**src/rtl/trng_pkg.sv**
```systemverilog
// trng_pkg: shared state encoding, default parameters and helpers for the TRNG sampler
package trng_pkg;

    typedef enum logic [1:0] {
        ST_IDLE    = 2'd0,
        ST_WARMUP  = 2'd1,
        ST_COLLECT = 2'd2,
        ST_FAIL    = 2'd3
    } state_e;

    localparam int DEF_WIDTH       = 8;
    localparam int DEF_WARMUP_BITS = 256;
    localparam int DEF_RCT_CUTOFF  = 32;

    function automatic logic [7:0] sat_inc8(input logic [7:0] v);
        return (v == 8'hFF) ? v : v + 8'd1;
    endfunction

endpackage

```
**src/rtl/trng_sync.sv**
```systemverilog
// trng_sync: two-flop synchroniser for bclk/random plus rising-edge detect on bclk
module trng_sync (
    input  logic clk,
    input  logic resetn,
    input  logic bclk,
    input  logic random,
    output logic bit_evt,
    output logic bit_val
);

    logic [2:0] bclk_q;
    logic [1:0] rnd_q;

    // Shift both TRNG lines into the clk domain; bclk gets a third stage for edge detection
    always_ff @(posedge clk or negedge resetn) begin
        if (!resetn) begin
            bclk_q <= '0;
            rnd_q  <= '0;
        end else begin
            bclk_q <= {bclk_q[1:0], bclk};
            rnd_q  <= {rnd_q[0], random};
        end
    end

    assign bit_evt = bclk_q[1] & ~bclk_q[2];
    assign bit_val = rnd_q[1];

endmodule

```
**src/rtl/trng_sampler.sv**
```systemverilog
// trng_sampler: warm-up, repetition-count health test and word assembly for a TRNG bit stream
module trng_sampler
    import trng_pkg::*;
#(
    parameter int WIDTH       = DEF_WIDTH,
    parameter int WARMUP_BITS = DEF_WARMUP_BITS,
    parameter int RCT_CUTOFF  = DEF_RCT_CUTOFF
) (
    input  logic             clk,
    input  logic             resetn,
    input  logic             en,
    input  logic             bclk,
    input  logic             random,
    output logic [WIDTH-1:0] data,
    output logic             valid,
    input  logic             ready,
    output logic             fail,
    output logic [7:0]       overrun,
    output logic             busy
);

    localparam int CW = $clog2(WIDTH);

    state_e           state_q, state_d;
    logic [15:0]      warm_q, warm_d;
    logic [WIDTH-1:0] shift_q, shift_d;
    logic [WIDTH-1:0] data_q, data_d;
    logic [CW-1:0]    cnt_q, cnt_d;
    logic             last_q, last_d;
    logic [7:0]       run_q, run_d;
    logic             fail_q, fail_d;
    logic             valid_q, valid_d;
    logic [7:0]       ovr_q, ovr_d;

    logic             bit_evt, bit_val;
    logic             active, rct_hit, word_done, load;
    logic [7:0]       run_nxt;

    trng_sync u_sync (
        .clk    (clk),
        .resetn (resetn),
        .bclk   (bclk),
        .random (random),
        .bit_evt(bit_evt),
        .bit_val(bit_val)
    );

    // Event qualification, run-length update and word-handoff decisions
    always_comb begin
        active    = bit_evt && en && (state_q == ST_WARMUP || state_q == ST_COLLECT);
        run_nxt   = (run_q != 8'd0 && bit_val == last_q)
                    ? ((run_q == 8'(RCT_CUTOFF)) ? run_q : run_q + 8'd1)
                    : 8'd1;
        rct_hit   = active && (run_nxt == 8'(RCT_CUTOFF));
        word_done = active && !rct_hit && state_q == ST_COLLECT && cnt_q == CW'(WIDTH - 1);
        load      = word_done && (!valid_q || ready);
        data_d    = load ? {shift_q[WIDTH-2:0], bit_val} : data_q;
        valid_d   = load || (valid_q && !ready);
        ovr_d     = (word_done && !load) ? sat_inc8(ovr_q) : ovr_q;
    end

    // Next state for the sequencer, health test and shift register; en low clears a run
    always_comb begin
        state_d = state_q;
        warm_d  = warm_q;
        shift_d = shift_q;
        cnt_d   = cnt_q;
        last_d  = last_q;
        run_d   = run_q;
        fail_d  = fail_q;
        if (!en) begin
            state_d = ST_IDLE;
            warm_d  = '0;
            shift_d = '0;
            cnt_d   = '0;
            last_d  = 1'b0;
            run_d   = '0;
            fail_d  = 1'b0;
        end else begin
            unique case (state_q)
                ST_IDLE: state_d = ST_WARMUP;
                ST_WARMUP: begin
                    if (active) begin
                        last_d = bit_val;
                        run_d  = run_nxt;
                        if (rct_hit) begin
                            fail_d  = 1'b1;
                            state_d = ST_FAIL;
                        end else if (warm_q == 16'(WARMUP_BITS - 1)) begin
                            warm_d  = '0;
                            state_d = ST_COLLECT;
                        end else begin
                            warm_d = warm_q + 16'd1;
                        end
                    end
                end
                ST_COLLECT: begin
                    if (active) begin
                        last_d = bit_val;
                        run_d  = run_nxt;
                        if (rct_hit) begin
                            fail_d  = 1'b1;
                            state_d = ST_FAIL;
                        end else begin
                            shift_d = {shift_q[WIDTH-2:0], bit_val};
                            cnt_d   = (cnt_q == CW'(WIDTH - 1)) ? '0 : cnt_q + CW'(1);
                        end
                    end
                end
                default: state_d = state_q;
            endcase
        end
    end

    // State and datapath registers
    always_ff @(posedge clk or negedge resetn) begin
        if (!resetn) begin
            state_q <= ST_IDLE;
            warm_q  <= '0;
            shift_q <= '0;
            cnt_q   <= '0;
            last_q  <= 1'b0;
            run_q   <= '0;
            fail_q  <= 1'b0;
            data_q  <= '0;
            valid_q <= 1'b0;
            ovr_q   <= '0;
        end else begin
            state_q <= state_d;
            warm_q  <= warm_d;
            shift_q <= shift_d;
            cnt_q   <= cnt_d;
            last_q  <= last_d;
            run_q   <= run_d;
            fail_q  <= fail_d;
            data_q  <= data_d;
            valid_q <= valid_d;
            ovr_q   <= ovr_d;
        end
    end

    assign data    = data_q;
    assign valid   = valid_q;
    assign fail    = fail_q;
    assign overrun = ovr_q;
    assign busy    = (state_q == ST_WARMUP) || (state_q == ST_COLLECT);

endmodule

```
**config.mk**
```make
export PLATFORM = sky130hd
export DESIGN_NAME = trng_sampler
export DESIGN_NICKNAME = d
export VERILOG_FILES = /design/src/rtl/trng_pkg.sv /design/src/rtl/trng_sync.sv /design/src/rtl/trng_sampler.sv
export SDC_FILE = /design/constraint.sdc
export NUM_CORES = 1
export LEC_CHECK = 0
export CORE_MARGIN = 1
export CORE_UTILIZATION = 58
export CTS_CLUSTER_DIAMETER = 150
export DETAILED_ROUTE_END_ITERATION = 16
export PLACE_DENSITY = 0.81
export SKIP_LAST_GASP = 1
export SLEW_MARGIN = 20
export SYNTH_ARGS = -nofsm -noshare
export SYNTH_HDL_FRONTEND = slang
export SYNTH_SLANG_ARGS = --single-unit
```
**constraint.sdc**
```tcl
create_clock -name clk -period 3.5 [get_ports clk]
set_clock_uncertainty 0.15 [all_clocks]
set_input_delay 0.35 -clock clk [delete_from_list [all_inputs] [get_ports clk]]
set_output_delay 0.35 -clock clk [all_outputs]
set_load 0.03 [all_outputs]
```
# After elaboration in Yosys (flattened, before gate mapping)
# Cells that the tools add are included.
# totals
out_inout_bits	19
elab_cells	97
inputBits	6
ff_bits	60
# classes
reduce_logical	26
mux	33
eq_ne	19
add_sub_neg	4
bitwise_logic	3
# op_table
op	n
$mux W16	5
$mux W8	5
$mux W7	4
$add A16 B1 Y16 const B	1
$add A8 B1 Y8 const B	2
$eq A16 B8 Y1 const B	1
$eq A8 B6 Y1 const B	2
$mux W3	5
$mux W2	6
$logic_and A1 B1 Y1	10
$ne A3 B3 Y1 const B	3
$reduce_and A3 Y1	3
$eq A8 B8 Y1 const B	1
$ne A2 B1 Y1 const B	4
$reduce_bool A8 Y1	1
$mux W1	7
$pmux W2 S3	1
$reduce_and A5 Y1	1
$logic_not A1 Y1	4
$ne A2 B2 Y1 const B	2
$ne A4 B1 Y1 const B	1
$ne A4 B3 Y1 const B	1
$reduce_and A2 Y1	2
$add A3 B1 Y3 const B	1
9 further kinds	12

# Logic depth before layout (Yosys ltp)
# Gate-level depths: netlist (run 1).
# depth
depth_word	13
depth_mapped	11
ltp_nobuf	9

# Cells and area by module
# A second synthesis (run 1) with hierarchy kept.
# hier_totals
hier_cells	319
area_unflattened_um2	3096.7
# by_module_without_submodules
module	n_inst	seq_area_each_um2	area_each_um2	cells_each
trng_sampler	1	1376.3	2957.8	313
trng_sync	1	125.1	138.9	6

# Worst setup path before layout (run 1)
# Ideal clock, no wire load.
# synth_timing
path_type	register to register
start	register state_q[0]
end	register cnt_q[0]
setup_slack_ns	0.704
t_arrival_ns	2.519
path_stages_with_launch	11
required_ns	3.222
n_path_buf	2
setup_ns	0.128
synth_period_minus_slack_ns	2.796
cell_sequence	dfrtp_1 > inv_1 > ha_1 > nand2_1 > nor3b_1 > and2_1 > and3_1 > buf_2 > a21oi_1 > buf_4 > mux2_1
# synth_via
elab_chain_cells	6
elab_cells_between_ends	9
classes_between	eq/ne (5); reduce/logical (4)
# synth_lines
element	line	rtl
start, declared	trng_sampler.sv:24	state_e state_q, state_d;
start signal, assigned	trng_sampler.sv:129	state_q <= state_d;
$eq A2 B1 Y1 / $eq A2 B2 Y1 (equally long branches)	--	
$logic_or A1 B1 Y1 *	--	
net busy	trng_sampler.sv:19	output logic busy
$logic_and A1 B1 Y1 *	trng_sampler.sv:50	active = bit_evt && en && (state_q == ST_WARMUP || state_q == ST_COLLECT);
$logic_and A1 B1 Y1	trng_sampler.sv:54	rct_hit = active && (run_nxt == 8'(RCT_CUTOFF));
$ne A2 B2 Y1 (no source line)	--	
$reduce_and A3 Y1 (no source line) *	--	
end signal, assigned	trng_sampler.sv:132	cnt_q <= cnt_d;
end, declared	trng_sampler.sv:28	logic [CW-1:0] cnt_q, cnt_d;
# The timed path passes the listed nets; every way through them passes the cells marked *.
# A chain may end at the register's enable or synchronous reset.

# Worst setup path in the final report (run 1)
# layout_timing
start	register run_q[0]
end	register data_q[4] (netlist: data[4])
# layout_via
elab_chain_cells	10
elab_cells_between_ends	13
classes_between	add/sub (1); eq/ne (2); mux (2); reduce/logical (8)
# layout_lines
element	line	rtl
start, declared	trng_sampler.sv:30	logic [7:0] run_q, run_d;
start signal, assigned	trng_sampler.sv:134	run_q <= run_d;
$add A8 B1 Y8 (tied with other cells)	trng_sampler.sv:52	? ((run_q == 8'(RCT_CUTOFF)) ? run_q : run_q + 8'd1)
$mux W8 / $logic_and A1 B1 Y1 (equally long branches)	trng_sampler.sv:52, trng_sampler.sv:51	
$mux W8 *	trng_sampler.sv:52	
$eq A8 B6 Y1 *	trng_sampler.sv:54	
$logic_and A1 B1 Y1 *	trng_sampler.sv:54	
$logic_not A1 Y1 *	trng_sampler.sv:55	word_done = active && !rct_hit && state_q == ST_COLLECT && cnt_q == CW'(WIDTH - 1);
$logic_and A1 B1 Y1 * (3 in series)	trng_sampler.sv:55	
$logic_and A1 B1 Y1 *	trng_sampler.sv:56	load = word_done && (!valid_q || ready);
end signal, assigned	trng_sampler.sv:136	data_q <= data_d;
end, declared	trng_sampler.sv:27	logic [WIDTH-1:0] data_q, data_d;
# Mark *: on every way between the ends. The rest lies on a longest branch, timed or not.

==> impl_metrics.ini, run 1 <==
[outcome]
outcome = complete, but fails checks
violations = hold timing

[power]
cellLeakagePower_nw = 1.64
power_switching_uw = 470
p_int_mw = 1.28
clockPowerShare = 0.411
switching_share = 0.269
p_per_area_mw_per_mm2 = 482
p_seq_frac = 0.429
vdd_ir_drop_max_uv = 274
p_comb_frac = 0.159

[worst_setup_path]
crit_required_ns = 3.57
startpoint_type = flip-flop
regToRegEndpoint = data[4]
crit_chain = inv_1 -> ha_1 -> nor4b_2 -> and2_1 -> nand2_1 -> o32ai_1 -> nand3_1 -> nand3_2 -> mux2_2
cpPeakStageDelay_ns = 0.44
cp.arrival_ns = 2.92
crit_path_max_fanout = 9
path_class = flip-flop to flip-flop
worstReg2RegStart = run_q[0]
endpoint_kind = flip-flop
ff2ff_path_depth = 9
r2r_slack_ns = 0.65
critPathSlowestCell = dfrtp_1

[clocking]
cts.htree.levels = 3
path_clk_slew_ns = 0.07
cts_tree = done
cts_buffer_depth = 2
cts_setup_buffers = 0
ctsResizeCount = 0
hold_buffers = 0
cts_root_buf = clkbuf_8
cts_buffers = 9
clock_latency_ns = 0.34
cts.sinks = 60

[grt]
track_usage = 0.252
grt.overflow.total = 0
antenna_found_initial = 0
grt_pass1_wl_um = 10500
grt_pass1_vias = 2284
grt_start_max_net_pins = 43

[timing]
fin_crit_sh = 0.814
setup_violations = 0
relSlewSlack = 0.372
slew_violations = 0
hold_viol = 2
clock.fmax_ghz = 0.351
final.setup.tns_ns = 0
grt_setup_unrepaired = no
worst_pin_slew_ns = 0.942
period_minus_slack_ns = 2.85
holdWs_ns = -0.00216
final.setup.worst_slack_ns = 0.651

[logic_synthesis]
ys_async_sr_fraction = 1.00
synthCells = 312
synth.distinct_cells = 45
synth_adder_area_share = 0.0365
syn_nets = 327
synthTopCellsByCount = 60 x dfrtp_1, 44 x nand2_1, 27 x o21ai_0
synth.most_common_cell = dfrtp_1
yosysTopAreaCellShare = 0.487
synth_area_leaders = dfrtp_1 49%, nand2_1 5.4%, o21ai_0 4.4%
synth_seq_cells = 60
synth-compound-area-share = 0.135
seq_area_frac_synth = 0.487
synth-edff-count = 0
synth_mux_area_frac = 0.0690
ys.flop_type = dfrtp_1
synth_top_area_cell = dfrtp_1
syn_avg_cell_area_um2 = 9.88
synth_top_family_by_area = simple AND/OR/NAND/NOR gates
yosysWarnings = 0
synthXorXnorAreaFrac = 0.0313
syn-cell-area_mm2 = 0.00308
synthSimpleGateAreaFrac = 0.198

[die]
start_util = 0.604
num_rows = 26
die-height_um = 74.9
io_pins = 25
die_w_um = 74.9
die_area_mm2 = 0.00561
design.core.area_mm2 = 0.00511

[final_layout]
nets = 357
drive_above_1_share = 0.115
nFillCells = 368
n_antenna_cell = 0
fin_cells = 417
area_delta_synth_final_pct = 17.7

[placed_design]
dp_slack_ns = 0.700
port_buffers = 24
place_inst = 401
place_congestion = 0.875
hpwl_um = 4180

[run]
drv_cap = 0

[route]
met2RoutedLength_um = 2950
first_iter_violations = 327
routed_via_density = 5.89
firstDrtPassIters = 5
post_drt_wl_per_cell_um = 15.0
drt_drc_violations_left = 0
wl_met3_um = 334
vias = 2455
routed_wl_um = 6280
wl_met1_um = 2920
ant_nets = 0
top_layer = met4

[min_path]
hold_class = primary input to async pin
## kinds of logic (layout without fill, tap and decap cells)
kind of cell    count (synthesis)  after routing
flops                          60             60
simple gates                  120            120
buf+inv                        31             66
xor+xnor                       11             11
fa+ha+maj                       9              9
mux                            20             20
compound gates                 61             61
## metal layers
layer / up-vias / track usage
li1: 1176 / -
met1: 1199 / 0.336
met2: 74 / 0.399
met3: 6 / 0.0710
met4: 0 / 0.0860
met5: - / 0
## layout by cell type (no fill, tap or decap), types with 2 or more instances in the layout
cell type        synthesis  routed
clkbuf_8                 0      11
clkdlybuf4s50_1          0      23
o31ai_1                  7       7
nand3_1                 19      19
and2_1                   4       4
ha_1                     9       9
inv_1                   20      20
and4_1                   2       2
buf_4                    1       6
o41ai_1                  4       4
nand2b_1                 4       4
nor2_1                  12      12
o211ai_1                 2       2
mux2i_1                 10      10
o31ai_2                  3       3
dfrtp_1                 60      60
nor4_1                   3       3
o21ai_0                 27      27
nor3_1                   3       3
nand4_1                  6       6
a31oi_1                  6       6
mux2_2                   9       9
o21a_1                   2       2
a22oi_1                  2       2
xnor2_1                  9       9
xor2_1                   2       2
and3_1                  15      15
nand2_1                 44      44
bufinv_16                0       2
nor3b_1                  2       2
## cell type report
class	instances	area (um2)	area share
Clock buffer	11	151	0.0417
Timing Repair Buffer	30	280	0.0772
Clock inverter	5	82.6	0.0228
Sequential cell	60	1500	0.414
Tap cell	70	87.6	0.0241
Inverter	20	75.1	0.0207
Multi-Input combinational cell	221	1450	0.400
## stage by stage
step           power (mW)  utilization  instance area, um2  hold WS [ns]
4_1_cts              1.76        0.710                3630        0.0256
6_report             1.75        0.710                3630      -0.00216
2_1_floorplan       0.953            -                3080       -0.0956
3_5_place_dp         1.04        0.665                3390         0.189
3_3_place_gp         1.03        0.665                3390         0.184
5_1_grt              1.84        0.710                3630        0.0819
## power by group through the flow
stage                     clock [mW]  combinational [mW]  sequential, mW
after global placement             0               0.271           0.762
after detailed placement           0               0.275           0.764
after floorplan                    0               0.195           0.758
after CTS                      0.730               0.277           0.751
final                          0.719               0.279           0.751
after global routing           0.765               0.320           0.755
## registers in the layout, summed over array words and instances, names as in the netlist
register and flops:
warm_q 16, data 8, overrun 8, run_q 8, shift_q 7, cnt_q 3
u_sync.bclk_q 3, state_q 2, u_sync.rnd_q 2, fail 1, last_q 1, valid 1
## worst max-delay path: cells and delay by family (launching register included)
family	cells	cell delay, ns
simple gates	5	1.28
flops	1	0.44
mux	1	0.38
compound gates	1	0.26
fa+ha+maj	1	0.13
buf+inv	1	0.08
## worst max-delay path by stage
stage	startpoint	endpoint	slack, ns	cells after the start
after floorplan	state_q[0]	cnt_q[0]	0.70	10
after global placement	run_q[0]	data[7]	0.74	9
after detailed placement	run_q[0]	data[4]	0.70	9
after CTS	run_q[0]	data[4]	0.67	9
after global routing	run_q[0]	data[4]	0.48	9
final	run_q[0]	data[4]	0.65	9
Note: power is estimated with default switching activity, not from simulation.
==> run 2, diff against run 1 <==
- clock period: 3.5 -> 3 ns (I/O delays scaled with it)
==> run 2 against run 1 <==
The run now ends clean. Clock-buffer cell count grew 2. Design area grew 0.14%. First-iteration DRC count shrank 18%. Final cell count grew 0.48%. Worst hold slack gained 0.20 ns. Largest power group unchanged.
==> impl_metrics.ini, run 2 (synthesis results as in run 1) <==
[die]
die_area_mm2 = 0.00561
die_w_um = 74.9
die-height_um = 74.9
start_util = 0.604
num_rows = 26
io_pins = 25
design.core.area_mm2 = 0.00511

[power]
vdd_ir_drop_max_uv = 363
cellLeakagePower_nw = 1.64
p_per_area_mw_per_mm2 = 550

[placed_design]
place_congestion = 0.811
hpwl_um = 4380
place_inst = 402
dp_slack_ns = 0.280
port_buffers = 24

[route]
first_iter_violations = 267
vias = 2421
firstDrtPassIters = 4
drt_drc_violations_left = 0
post_drt_wl_per_cell_um = 15.4
routed_via_density = 5.78
routed_wl_um = 6450
ant_nets = 0

[worst_setup_path]
ff2ff_path_depth = 9
crit_chain = inv_1 -> ha_1 -> nor4b_2 -> and2_1 -> nand2_1 -> o32ai_1 -> nand3_1 -> nand3_2 -> mux2_2
crit_path_max_fanout = 9
cpPeakStageDelay_ns = 0.45
startpoint = run_q[0]
critPathSlowestCell = dfrtp_1
startpoint_type = flip-flop
r2r_slack_ns = 0.23
worstReg2RegStart = run_q[0]
endpoint_kind = flip-flop
regToRegEndpoint = data[1]
cp.arrival_ns = 2.84
path_class = flip-flop to flip-flop
crit_required_ns = 3.07

[timing]
period_minus_slack_ns = 2.77
slew_violations = 0
relSlewSlack = 0.537
final.setup.tns_ns = 0
fin_crit_sh = 0.924
setup_violations = 0
hold_viol = 0
clock.fmax_ghz = 0.361
grt_setup_unrepaired = no
worst_pin_slew_ns = 0.695
final.setup.worst_slack_ns = 0.228

[clocking]
cts.sinks = 60
cts_buffers = 9
clock_latency_ns = 0.34
ctsResizeCount = 0
cts_tree = done
hold_buffers = 1
path_clk_slew_ns = 0.07
cts.htree.levels = 3
cts_buffer_depth = 2
cts_setup_buffers = 0
cts_root_buf = clkbuf_8

[grt]
antenna_found_initial = 0
track_usage = 0.249
grt_pass1_vias = 2290
grt_pass1_wl_um = 10300
grt.overflow.total = 0
grt_start_max_net_pins = 31

[final_layout]
n_antenna_cell = 0
drive_above_1_share = 0.117
nFillCells = 376
top_register = warm_q
ff_latch_area_mm2 = 0.00150
area_delta_synth_final_pct = 17.9
layout_commonest_cell = dfrtp_1
multi_input_area_mm2 = 0.00145
final_cell_mix = 60 x dfrtp_1, 44 x nand2_1, 27 x o21ai_0
fin_cells = 419
nets = 359
largest_register_ffs = 16

[run]
drv_cap = 0

[min_path]
hold_class = flip-flop to flip-flop
hp-start = u_sync.rnd_q[0]
hold_end = u_sync.rnd_q[1]
holdPathStages = 0

[outcome]
outcome = finished clean
## run 2: cell count changes in the layout (fill, tap and decap cells not counted), sizes merged
| cell | before | now |
|---|---|---|
| clkbuf | 11 | 13 |
| buf | 7 | 8 |
| bufinv | 2 | 1 |
| clkinv | 2 | 1 |
| clkinvlp | 0 | 1 |
| dlygate4sd3 | 0 | 1 |
| inv | 21 | 20 |
## run 2: critical path: cells and delay by family, from the launching register on
kind | cells | cell delay (ns)
DFF | 1 | 0.45
muxes | 1 | 0.38
buffers and inverters | 1 | 0.08
AOI/OAI and AO/OA | 1 | 0.21
adders and majority gates | 1 | 0.13
and+or+nand+nor | 5 | 1.23
## run 2: area by class of cell
type                            count  area share
Tap cell                           70      0.0241
Multi-Input combinational cell    221       0.399
Inverter                           20      0.0207
Timing Repair Buffer               32      0.0820
Clock inverter                      3      0.0117
Clock buffer                       13      0.0492
Sequential cell                    60       0.413
## run 2: through the flow
| step | power [mW] | hold slack, ns | utilization | instance area, um2 |
|---|---|---|---|---|
| final | 2.00 | 0.198 | 0.711 | 3630 |
| after global placement | 1.20 | 0.184 | 0.666 | 3400 |
| after global routing | 2.09 | 0.203 | 0.711 | 3630 |
| after CTS | 2.01 | 0.201 | 0.711 | 3630 |
| after floorplan | 1.11 | -0.146 | - | 3080 |
| after detailed placement | 1.22 | 0.186 | 0.666 | 3400 |
## run 2: worst max-delay path by stage
stage | endpoint | slack [ns]
3_3_place_gp | data[6] | 0.33
2_1_floorplan | cnt_q[0] | 0.20
3_5_place_dp | data[5] | 0.28
6_report | data[1] | 0.23
4_1_cts | data[1] | 0.24
5_1_grt | data[1] | 0.03
## run 2: where the power goes
group	internal [mW]	switching, mW
Combinational	0.127	0.205
Clock	0.473	0.319
Sequential	0.849	0.0273
## run 2: layer usage
layer  up-vias  part of all wire  track usage
met2        57              0.47        0.392
met4         0             0.016        0.111
met3         9             0.036       0.0375
li1       1186                 -            -
met1      1169              0.48        0.343
met5         -                 0            0
==> run 3, diff against run 2 <==
- REMOVE_ABC_BUFFERS: default -> 1
- clock period: 3 -> 2.7 ns (I/O delays scaled with it)
==> run 3 against run 2 <==
Worst setup slack worse by 0.12 ns. Maximum frequency rose by 6.9%. Via count increased by 3.3%. First-iteration DRC count rose by 38%. Largest cell class unchanged. Largest power group unchanged.
==> impl_metrics.ini, run 3 (synthesis results as in run 1) <==
[final_layout]
top_register = warm_q
final_cell_mix = 59 x dfrtp_1, 44 x nand2_1, 27 x o21ai_0
area_delta_synth_final_pct = 21.6
n_antenna_cell = 0
nFillCells = 370
nets = 366
largest_register_ffs = 16
drive_above_1_share = 0.146
layout_commonest_cell = dfrtp_1

[power]
p_per_area_mw_per_mm2 = 623
vdd_ir_drop_max_uv = 725
finalPower_mw = 2.33
cellLeakagePower_nw = 1.70

[route]
firstDrtPassIters = 5
ant_nets = 0
vias = 2501
first_iter_violations = 368
routed_wl_um = 6600
routed_via_density = 5.87
post_drt_wl_per_cell_um = 15.5
drt_drc_violations_left = 0

[die]
die_w_um = 74.9
die_area_mm2 = 0.00561
io_pins = 25
design.core.area_mm2 = 0.00511
num_rows = 26
die-height_um = 74.9
start_util = 0.604

[clocking]
cts_root_buf = clkbuf_8
cts_buffers = 9
cts_buffer_depth = 2
cts_setup_buffers = 0
path_clk_slew_ns = 0.07
cts.sinks = 60
clock_latency_ns = 0.35
cts.htree.levels = 3
cts_tree = done

[timing]
slew_violations = 0
worst_pin_slew_ns = 0.372
grt_setup_unrepaired = no
relSlewSlack = 0.751
hold_viol = 0
setup_violations = 0
fin_crit_sh = 0.960
period_minus_slack_ns = 2.59
final.setup.tns_ns = 0
clock.fmax_ghz = 0.386
holdWs_ns = 0.124
final.setup.worst_slack_ns = 0.107

[worst_setup_path]
startpoint = run_q[1]
regToRegEndpoint = warm_q[15]
startpoint_type = flip-flop
worstReg2RegStart = run_q[1]
cp.arrival_ns = 2.68
critPathCapture = warm_q[15]
endpoint_kind = flip-flop
ff2ff_path_depth = 9
path_class = flip-flop to flip-flop
crit_path_max_fanout = 13
crit_required_ns = 2.79
r2r_slack_ns = 0.11

[placed_design]
dp_slack_ns = 0.0517
place_congestion = 0.893
hpwl_um = 4350
port_buffers = 24

[run]
drv_cap = 0

[grt]
grt_start_max_net_pins = 56
grt.overflow.total = 0
track_usage = 0.264
grt_pass1_wl_um = 11000
antenna_found_initial = 0
grt_pass1_vias = 2415

[outcome]
outcome = finished clean

[min_path]
hold_class = primary input to async pin
[run 3: cell count changes in the layout (fill, tap and decap cells not counted), moves of 2 or more]
cell	delta
o41ai_1	-2
clkbuf_8	-4
clkbuf_1	+2
bufinv_16	+2
o41ai_2	+2
buf_4	+6
[run 3: final cells by class]
| class | instances | area (um2) | share of cell area |
|---|---|---|---|
| Timing Repair Buffer | 39 | 363 | 0.0968 |
| Clock inverter | 5 | 100 | 0.0267 |
| Multi-Input combinational cell | 221 | 1490 | 0.397 |
| Sequential cell | 60 | 1500 | 0.401 |
| Inverter | 20 | 75.1 | 0.0200 |
| Clock buffer | 11 | 131 | 0.0350 |
| Tap cell | 70 | 87.6 | 0.0234 |
[run 3: how the worst min path moves through the flow]
stage                start  slack (ns)  depth (start not counted)          to
global placement    resetn       -0.04                          1  warm_q[11]
detailed placement  resetn       -0.04                          1  warm_q[11]
CTS                 resetn        0.13                          2  warm_q[11]
global route        resetn        0.17                          2  warm_q[11]
finish              resetn        0.12                          2  warm_q[14]
floorplan           resetn       -0.18                          0    cnt_q[0]
[run 3: where the power goes]
group	switching, mW	internal, mW	leakage, nW
clock	0.357	0.611	0.117
combinational	0.233	0.163	0.770
sequential	0.0283	0.943	0.816
[run 3: worst max-delay path, stage by stage, from the launching register on]
cell	delay [ns]
dfrtp_2	0.41
inv_1	0.06
ha_1	0.18
nor4b_2	0.17
and2_1	0.19
o2111a_1	0.23
o21a_1	0.19
a32o_1	0.25
or2_4	0.33
o41ai_2	0.32
[run 3: timing repair]
| item | CTS | global route |
|---|---|---|
| hold endpoints to repair | 60 | 0 |
| resized for setup | 0 | 6 |
| setup endpoints to repair | 0 | 19 |
| hold buffers | 1 | 0 |
[run 3: per-stage QoR]
step,instance area [um2],utilization,std cells
3_5_place_dp,3470,0.679,409
3_3_place_gp,3470,0.679,409
6_report,3750,0.734,426
4_1_cts,3710,0.726,426
5_1_grt,3750,0.734,426
2_1_floorplan,3030,-,301
[run 3: layer usage]
| metal | track usage | part of all wire | vias up |
|---|---|---|---|
| li1 | - | - | 1192 |
| met3 | 0.0589 | 0.040 | 13 |
| met4 | 0.109 | 0.016 | 0 |
| met5 | 0 | 0 | - |
| met1 | 0.333 | 0.44 | 1238 |
| met2 | 0.443 | 0.51 | 58 |
